`src/rtl/lab2_proc_imem_resp_drop_queue.sv`:
```
// Imem response queue between F and D: buffers fetched words and drops
// responses belonging to requests issued before a control redirect.
module lab2_proc_imem_resp_drop_queue #(
    parameter int p_depth        = 2,
    parameter int p_max_inflight = 4,
    localparam int c_cnt_w       = $clog2(p_max_inflight + 1)
) (
    input  logic               clk,
    input  logic               reset,

    input  logic               imemreq_val,
    output logic               imemreq_rdy,

    input  logic               imemresp_val,
    output logic               imemresp_rdy,
    input  logic [31:0]        imemresp_data,

    input  logic               squash,

    output logic               deq_val,
    input  logic               deq_rdy,
    output logic [31:0]        deq_data,

    output logic [c_cnt_w-1:0] num_outstanding,
    output logic [31:0]        num_dropped
);

    localparam int c_ptr_w = $clog2(p_depth);
    localparam int c_occ_w = $clog2(p_depth + 1);

    localparam logic [c_cnt_w-1:0] c_max  = c_cnt_w'(p_max_inflight);
    localparam logic [c_occ_w-1:0] c_full = c_occ_w'(p_depth);

    typedef enum logic {
        NORMAL = 1'b0,
        DROP   = 1'b1
    } state_t;

    state_t             state;
    logic [31:0]        mem [p_depth];
    logic [c_ptr_w-1:0] head;
    logic [c_ptr_w-1:0] tail;
    logic [c_occ_w-1:0] occ;
    logic [c_cnt_w-1:0] outstanding;
    logic [c_cnt_w-1:0] drop_cnt;
    logic [31:0]        dropped;

    logic               full;
    logic               req_go;
    logic               resp_go;
    logic               deq_go;
    logic               drop_now;
    logic               enq;
    logic [c_cnt_w-1:0] out_next;
    logic [c_cnt_w-1:0] drop_next;
    logic [c_occ_w-1:0] occ_next;

    assign full         = (occ == c_full);
    assign imemreq_rdy  = (outstanding < c_max);
    assign imemresp_rdy = (state == DROP) || !full;
    assign deq_val      = (occ != '0);
    assign deq_data     = deq_val ? mem[head] : '0;

    assign num_outstanding = outstanding;
    assign num_dropped     = dropped;

    assign req_go  = imemreq_val && imemreq_rdy;
    assign resp_go = imemresp_val && imemresp_rdy;
    assign deq_go  = deq_val && deq_rdy;

    // A response landing in the squash cycle is stale even in NORMAL mode.
    assign drop_now = resp_go && (squash || (state == DROP));
    assign enq      = resp_go && !drop_now;

    always_comb begin
        out_next = outstanding;
        if (req_go && !resp_go) begin
            out_next = outstanding + c_cnt_w'(1);
        end else if (!req_go && resp_go && (outstanding != '0)) begin
            out_next = outstanding - c_cnt_w'(1);
        end
    end

    // The redirect-target fetch issued with squash is never dropped.
    always_comb begin
        drop_next = drop_cnt;
        if (squash) begin
            if (resp_go && (outstanding != '0)) begin
                drop_next = outstanding - c_cnt_w'(1);
            end else begin
                drop_next = outstanding;
            end
        end else if (drop_now && (drop_cnt != '0)) begin
            drop_next = drop_cnt - c_cnt_w'(1);
        end
    end

    always_comb begin
        occ_next = occ;
        if (squash) begin
            occ_next = '0;
        end else if (enq && !deq_go) begin
            occ_next = occ + c_occ_w'(1);
        end else if (!enq && deq_go) begin
            occ_next = occ - c_occ_w'(1);
        end
    end

    always_ff @(posedge clk) begin
        if (!reset) begin
            state       <= NORMAL;
            head        <= '0;
            tail        <= '0;
            occ         <= '0;
            outstanding <= '0;
            drop_cnt    <= '0;
            dropped     <= '0;
        end else begin
            state       <= (drop_next != '0) ? DROP : NORMAL;
            outstanding <= out_next;
            drop_cnt    <= drop_next;
            occ         <= occ_next;
            if (drop_now && (dropped != '1)) begin
                dropped <= dropped + 32'd1;
            end
            if (squash) begin
                head <= '0;
                tail <= '0;
            end else begin
                if (enq) begin
                    tail <= tail + c_ptr_w'(1);
                end
                if (deq_go) begin
                    head <= head + c_ptr_w'(1);
                end
            end
        end
    end

    always_ff @(posedge clk) begin
        if (enq && !squash) begin
            mem[tail] <= imemresp_data;
        end
    end

    a_drop_le_out : assert property (
        @(posedge clk) disable iff (!reset)
        drop_cnt <= outstanding
    );

    a_no_orphan_resp : assert property (
        @(posedge clk) disable iff (!reset)
        resp_go |-> (outstanding != '0)
    );

endmodule

```
`config.mk`:
```
export PLATFORM = sky130hd
export DESIGN_NAME = lab2_proc_imem_resp_drop_queue
export DESIGN_NICKNAME = d
export VERILOG_FILES = /design/src/rtl/lab2_proc_imem_resp_drop_queue.sv
export SDC_FILE = /design/constraint.sdc
export NUM_CORES = 1
export LEC_CHECK = 0
export ABC_AREA = 0
export CAP_MARGIN = 15
export CORE_MARGIN = 3
export CORE_UTILIZATION = 50
export CTS_CLUSTER_SIZE = 25
export DETAILED_ROUTE_END_ITERATION = 7
export GPL_ROUTABILITY_DRIVEN = 0
export PLACE_DENSITY = 0.76
export REMOVE_ABC_BUFFERS = 1
export SYNTH_ARGS = -nofsm -noshare
export SYNTH_HDL_FRONTEND = slang
export SYNTH_SLANG_ARGS = --single-unit
```
`constraint.sdc`:
```
create_clock -name clk -period 7.15 [get_ports clk]
set_input_delay 1.43 -clock clk [delete_from_list [all_inputs] [get_ports clk]]
set_output_delay 1.43 -clock clk [all_outputs]
set_load 0.05 [all_outputs]
```
Yosys cells after proc, flatten, opt, wreduce, memory -nomap -nowiden

Memory sizes are Yosys's and may differ from the RTL's. A register that Yosys moved wholly into a read port is not among the register bits.
Index checks and enable logic that the tools add are counted.

Memories: 1
Input port bits: 38
Latch bits: 0
RAM bits: 64
Flip-flop bits (word level): 43
Output and inout port bits: 70
Word-level logic and storage cells: 63
Bits in read-only memories: 0

Memories:

| memory | depth | width | rd ports | clocked after memory_dff | wr ports | RTL line | RTL |
|---|---|---|---|---|---|---|---|
| mem    | 2     | 32    | 1        | 1                        | 1        | 40       | `logic [31:0] mem [p_depth];` |

$lt $le $gt $ge: 1
Equality and inequality tests: 2
Bitwise operators: 1
$add $sub $neg: 8
Multipliers: 0
Multiplexer cells: 13
Divide/modulo/power cells: 0
Reduce and logical (&&, ||, !) cells: 30
Shifts and indexed selects: 0

Operators with widths:

| cell                                              | number |
|---|---|
| adder 32 x 1 -> 32 bit, second input constant     | 1 |
| two-way mux 32 bit                                | 1 |
| != test 32 bit, second input constant             | 1 |
| two-way mux 3 bit                                 | 5 |
| logical AND 1 bit                                 | 14 |
| nonzero test 3 bit                                | 3 |
| logical NOT 1 bit                                 | 7 |
| nonzero test 2 bit                                | 3 |
| subtractor 3 x 1 -> 3 bit, second input constant  | 2 |
| two-way mux 1 bit                                 | 5 |
| two-way mux 2 bit                                 | 2 |
| adder 3 x 1 -> 3 bit, second input constant       | 1 |
| less-than comparator 3 bit, second input constant | 1 |
| adder 1 bit, second input constant                | 2 |
| adder 2 x 1 -> 2 bit, second input constant       | 1 |
| == test 2 bit, second input constant              | 1 |
| logical OR 1 bit                                  | 2 |
| OR reduction 2 bit                                | 1 |
| subtractor 2 x 1 -> 2 bit, second input constant  | 1 |
| inverter 1 bit                                    | 1 |

Longest topological paths before layout

Gate-level depths: netlist of the first run.

Depth after elaboration: 11
Gate-level depth with buffers: 8

Least setup slack after synthesis of the first run

OpenSTA, ideal clock, no wires.

Path type: input port to flip-flop
Start: input port imemresp_val
End: memory mem[0][0] (enable)
Path slack: 1722 ps
Data required time: 6648 ps
Arrival: 4926 ps
Path buffers: 1
Stages: 3
Cells stage by stage: clkbuf_1 nand2_1 nor4_1

Word-level cells in the longest chain between the ends: 7

Ends and longest elaborated chain:

| element                                     | RTL line | RTL |
|---|---|---|
| start: declaration                          | 14       | `input logic imemresp_val,` |
| logical AND 1 bit (*)                       | 68       | `assign resp_go = imemresp_val && imemresp_rdy;` |
| logical AND 1 bit                           | 72       | `assign drop_now = resp_go && (squash \|\| (state == DROP));` |
| logical NOT 1 bit                           | 73       | `assign enq = resp_go && !drop_now;` |
| logical AND 1 bit (*)                       | 73       |  |
| logical AND 1 bit (*)                       | 141      | `if (enq && !squash) begin` |
| two-way mux 1 bit (*)                       | 141      |  |
| two-way mux 1 bit (implied by the code) (*) | 142      | `mem[tail] <= imemresp_data;` |
| end: declaration                            | 40       |  |

Every way passes the cells marked *; elsewhere a longest branch is shown, timed or not.

==> run_results.csv, run 1 <==
group,metric,value,unit
cts,cts_setup_buffers,0,
cts,cts_tree,"done",
status,status,"finished clean",
power,p_leak,1.960,nW
synthesis,synth_edf_count,64,
power,p_sw,415.4,µW
hold_path,hp-start,"num_dropped[23]$_SDFFE_PN0P_",
cts,h-tree-depth,3,
timing,fmax,250.3,MHz
cts,cts_max_path_buffers,2,
floorplanning,ioPinCount,108,
grt,grt_pass1_wl,17640,µm
power,ir_worst_vdd,0.0001468,V
synthesis,yosys.cell_count.top_type,"edfxtp_1",
drt,drtPass1Iterations,4,
setup_path,crit-reg2reg-launch,"num_dropped[13]$_SDFFE_PN0P_",
power,seqPwrFrac,52.9,%
drt,wl_per_cell,15.62,µm
timing,maxSlewHeadroom,33.79,%
power,p_comb_share,21.0,%
cts,cts_sinks,108,
drt,drc,0,
setup_path,path_class,"reg -> out",
synthesis,synthTopCellsByCount,"edfxtp_1 (64), nor2_1 (51), dfxtp_1 (44)",
drt,wl,10500,µm
placement,place_hpwl,7164,µm
cts,cts_resized,0,
placement,io_buffers,107,
synthesis,synth_seq_cells,108,
synthesis,synthFlopType,"edfxtp_1",
flow_run,cap_violations,0,
floorplanning,fp-row-count,35,
timing,finClkSkew,0.01652,ns
setup_path,arrival,2.56,ns
grt,grt_usage,19.63,%
floorplanning,core-area,9284,µm²
setup_path,end_kind,"output pin",
power,total_power,1.344,mW
grt,grt_remaining_overflow,0,
setup_path,critPathCapture,"deq_data[11]",
timing,setup_viol,0,
grt,antenna_found_initial,0,
power,cellInternalPower,928.4,µW
synthesis,synth_top_cell_area_share,39.92,%
grt,grt_max_degree,34,
floorplanning,start_util,51.86,%
timing,rsz0062_at_grt,"no",
finish,n_antenna_cell,0,
power,p_per_area,217.7,nW/µm²
floorplanning,die_x,104.1,µm
power,p_clk_share,26.1,%
drt,vias_per_cell,5.579,
timing,min_period,3.995,ns
setup_path,worstPathRequired,5.72,ns
timing,worstMarginPinSlew,0.9931,ns
drt,ant_nets,0,
floorplanning,die_area,10840,µm²
timing,finalCritPeriodShare,55.87,%
cts,holdBufCountCts,0,
timing,slew_violations,0,
finish,area.growth.synth_to_final,28.20,%
cts,clkTransAtPathRegs,0.11,ns
cts,cts_buffers,9,
synthesis,syn_area,4815,µm²
synthesis,ys_top_cells_by_area,"edfxtp_1 (40%), dfxtp_1 (18%), mux2i_1 (7.3%), nor2_1 (4.0%), a21oi_1 (2.7%)",
setup_path,reg2reg_depth,6,
hold_path,min_path_cells,2,
synthesis,yosysUniqueCellTypes,46,
setup_path,rrSetupSlack,4.51,ns
floorplanning,die_h,104.1,µm
synthesis,avgSynthCellArea,11.04,µm²
synthesis,synth-seq-area-share,58.21,%
setup_path,r2r-end,"num_dropped[31]$_SDFFE_PN0P_",
timing,finalSetupTns,0,ns
drt,drt-initial-drc-count,178,
drt,vias,3749,
setup_path,critPathLaunchType,"flip-flop",
finish,layout.nets,583,
cts,cts_root_buf,"clkbuf_8",
synthesis,synthArstFlopShare,0,%
setup_path,critPathMaxFanout,32,
synthesis,yosysWarnings,0,
timing,hold_viol,0,
power,p_sw_share,30.91,%
synthesis,synth_cells,436,
finish,drive_gt1_share,4.788,%
synthesis,synth_area_leader_cell,"edfxtp_1",
grt,first_global_vias,3590,
cts,clk_latency,0.36,ns
hold_path,hp-class,"reg -> reg",
-- sequential cells by signal, summed over array words and instances (netlist names), named ones only --
| signal | count |
|---|---|
| drop_cnt | 3 |
| head | 1 |
| mem | 64 |
| num_dropped | 32 |
| num_outstanding | 3 |
| occ | 2 |
| state | 1 |
| tail | 1 |
-- layout by cell type (no fill, tap or decap), types with 3 or more instances in the layout --
cell / instances
clkdlybuf4s50_1: 107
edfxtp_1: 64
nor2_1: 50
dfxtp_1: 43
mux2i_1: 35
nand2_1: 26
a21oi_1: 26
inv_1: 18
o31ai_1: 14
nand3_1: 13
or4_1: 13
o21ai_0: 12
or3_1: 10
nor3_1: 9
nand4_1: 9
clkbuf_8: 9
ha_1: 7
nand2b_1: 6
nor4_1: 6
xor2_1: 5
o21a_1: 5
buf_4: 5
and2_1: 4
a31oi_1: 4
o31a_1: 4
o21ai_1: 3
xnor2_1: 3
-- layout make-up --
cell class                 instances  area [µm²]
fill                             727        3112
sequential                       108        2804
multi-input combinational        289        1847
timing repair buffer             112        1109
tap                              129       161.4
clock buffer                      10       127.6
inverter                          18       67.56
clock inverter                     6       56.30
-- metrics by stage --
step                worst slack (ns)  cell area (µm²)  cells  util (%)  hold slack, ns
floorplan                      2.000             4708    415         -          0.4725
global placement               3.367             5988    656     64.50          0.4806
detailed placement             3.290             5988    656     64.50          0.4963
CTS                            3.131             6172    672     66.48          0.5122
global route                   2.980             6172    672     66.48          0.5393
finish                         3.155             6172    672     66.48          0.5060
-- routing by layer --
layer,track usage [%],up-vias,share of wire [%]
li1,-,1828,-
met1,27.25,1804,47
met2,32.22,107,48
met3,3.352,10,4.2
met4,5.033,0,1.1
met5,0,-,0
-- worst min-delay path by stage --
stage                                   end  slack [ns]
2_1_floorplan                     flip-flop        0.47
3_3_place_gp   num_dropped[23]$_SDFFE_PN0P_        0.48
3_5_place_dp   num_dropped[27]$_SDFFE_PN0P_        0.50
4_1_cts        num_dropped[23]$_SDFFE_PN0P_        0.51
5_1_grt        num_dropped[23]$_SDFFE_PN0P_        0.54
6_report       num_dropped[23]$_SDFFE_PN0P_        0.51
-- critical path, stage by stage (launching register included) --
cell             delay [ns]
dfxtp_2                1.00
mux2i_1                0.18
nor2_1                 0.17
clkdlybuf4s50_1        0.84
-- power by group through the flow --
stage | Combinational, mW | Clock [mW] | Sequential [mW]
after floorplan | 0.166 | 0 | 0.737
after global placement | 0.276 | 0 | 0.723
after detailed placement | 0.282 | 0 | 0.725
after CTS | 0.284 | 0.360 | 0.711
after global routing | 0.304 | 0.384 | 0.715
final | 0.283 | 0.351 | 0.711
-- cells by family (layout without fill, tap and decap cells) --
| family | after synthesis | in the layout | share of synthesized area (%) |
|---|---|---|---|
| flip-flops | 108 | 108 | 58.21 |
| buffers and inverters | 39 | 146 | 3.612 |
| adder cells (fa/ha/maj) | 7 | 7 | 1.819 |
| multiplexers | 35 | 35 | 7.277 |
| AO/OA/AOI/OAI | 81 | 81 | 10.71 |
| XOR/XNOR | 8 | 8 | 1.455 |
| AND/OR/NAND/NOR | 158 | 158 | 16.92 |
Note: power is estimated with default switching activity, not from simulation.
==> inputs of run 2 (changes only) <==
- clock period: 7.15 -> 4.1 ns (I/O delays scaled with it)
==> run_results.csv, run 2 (same netlist as run 1, synthesis figures left out) <==
group,metric,value,unit
floorplanning,core-area,9284,µm²
floorplanning,start_util,51.86,%
timing,hold_viol,0,
setup_path,critPathMaxFanout,21,
hold_path,hp-class,"reg -> reg",
setup_path,crit_family,"buffers and inverters",
cts,holdBufCountCts,0,
finish,n_antenna_cell,0,
setup_path,crit-reg2reg-launch,"num_dropped[12]$_SDFFE_PN0P_",
timing,maxSlewHeadroom,54.91,%
setup_path,reg2reg_depth,6,
timing,min_period,3.326,ns
drt,drtPass1Iterations,4,
grt,antenna_found_initial,0,
setup_path,path_class,"reg -> out",
drt,drc,0,
finish,drive_gt1_share,5.311,%
drt,vias,3693,
finish,top_register,"mem",
setup_path,critPathLaunchType,"flip-flop",
drt,ant_nets,0,
hold_path,hold_path_end,"num_dropped[23]$_SDFFE_PN0P_",
cts,cts_setup_buffers,0,
finish,layout.nets,586,
grt,grt_remaining_overflow,0,
finish,fillers,732,
setup_path,arrival,2.51,ns
timing,worstMarginPinSlew,0.6764,ns
power,ir_worst_vdd,0.0001991,V
floorplanning,fp-row-count,35,
setup_path,end_kind,"output pin",
grt,grt_max_degree,34,
timing,setup_viol,0,
cts,cts_sinks,108,
cts,cts_max_path_buffers,2,
placement,dp.cells,659,
finish,finalNonFillerCells,675,
power,total_power,2.350,mW
power,p_per_area,379.4,nW/µm²
finish,area.growth.synth_to_final,28.66,%
grt,first_global_vias,3432,
floorplanning,ioPinCount,108,
drt,wl,10290,µm
floorplanning,die_x,104.1,µm
setup_path,cp_slowest_stage_delay,0.81,ns
finish,register_area,2804,µm²
placement,place_hpwl,7175,µm
timing,finClkSkew,0.01308,ns
cts,clkTransAtPathRegs,0.10,ns
finish,largest_reg_flops,64,
floorplanning,die_h,104.1,µm
setup_path,path_cells,"buf_4 > mux2i_1 > nor2_1 > clkdlybuf4s50_1",
hold_path,min_path_cells,2,
drt,vias_per_cell,5.471,
timing,finalCritPeriodShare,81.11,%
setup_path,cpMaxStageDelayCell,"clkdlybuf4s50_1",
grt,grt_usage,18.96,%
finish,final_cell_mix,"clkdlybuf4s50_1 (107), edfxtp_1 (64), nor2_1 (50), dfxtp_1 (43), mux2i_1 (35)",
timing,whs,0.4980,ns
timing,fmax,300.7,MHz
drt,wl_per_cell,15.24,µm
floorplanning,die_area,10840,µm²
drt,drt-initial-drc-count,193,
setup_path,rrSetupSlack,1.53,ns
hold_path,hp-start,"num_dropped[23]$_SDFFE_PN0P_",
finish,multiInputGateArea,1847,µm²
grt,grt_pass1_wl,16890,µm
setup_path,r2r-end,"num_dropped[31]$_SDFFE_PN0P_",
finish,final_core_util,66.73,%
placement,io_buffers,107,
cts,clk_latency,0.37,ns
timing,finalSetupTns,0,ns
finish,final_common_cell,"clkdlybuf4s50_1",
status,status,"finished clean",
flow_run,cap_violations,0,
cts,cts_root_buf,"clkbuf_8",
timing,rsz0062_at_grt,"no",
setup_path,worstPathRequired,3.28,ns
cts,h-tree-depth,3,
cts,cts_tree,"done",
timing,slew_violations,0,
cts,cts_buffers,9,
cts,cts_resized,0,
power,p_leak,1.975,nW
setup_path,crit_buf_inv,2,
==> run 2: worst max path at each step <==
stage | start | end | slack [ns] | cells past startpoint
global route | flip-flop | deq_data[3] | 0.64 | 4
CTS | flip-flop | deq_data[1] | 0.74 | 4
floorplan | occ[0]$_SDFFE_PP0P_ | mem[0][0]$_DFFE_PP_ | -0.59 | 4
finish | flip-flop | deq_data[17] | 0.77 | 4
detailed placement | flip-flop | deq_data[1] | 1.15 | 4
global placement | flip-flop | deq_data[5] | 1.20 | 4
==> run 2: cell type report <==
class / instances / area share (%)
Sequential cell: 108 / 45.26
Multi-Input combinational cell: 289 / 29.81
Timing Repair Buffer: 115 / 18.26
Tap cell: 129 / 2.606
Clock buffer: 10 / 2.060
Inverter: 18 / 1.091
Clock inverter: 6 / 0.9089
==> run 2: metrics by stage <==
step,instance area (µm²),setup slack (ns)
finish,6195,0.7743
global route,6195,0.6418
global placement,6011,1.202
detailed placement,6011,1.152
floorplan,4708,-0.5923
CTS,6195,0.7414
==> run 2: report_power, final <==
group	switching, mW	leakage (nW)	internal, mW
logic	0.316	0.944	0.180
clock network	0.379	0.0913	0.236
registers	0.0330	0.940	1.21
==> run 2: routing by layer <==
layer | vias up | track usage (%) | share of wire (%)
li1 | 1832 | - | -
met2 | 128 | 31.01 | 46
met4 | 0 | 5.508 | 1.0
met3 | 9 | 3.352 | 5.5
met5 | - | 0 | 0
met1 | 1724 | 26.04 | 47
==> run 2: tightest hold or removal path: stages, from the launching register on <==
cell	delay [ns]
dfxtp_1	0.34
o31ai_1	0.07
a21oi_1	0.05
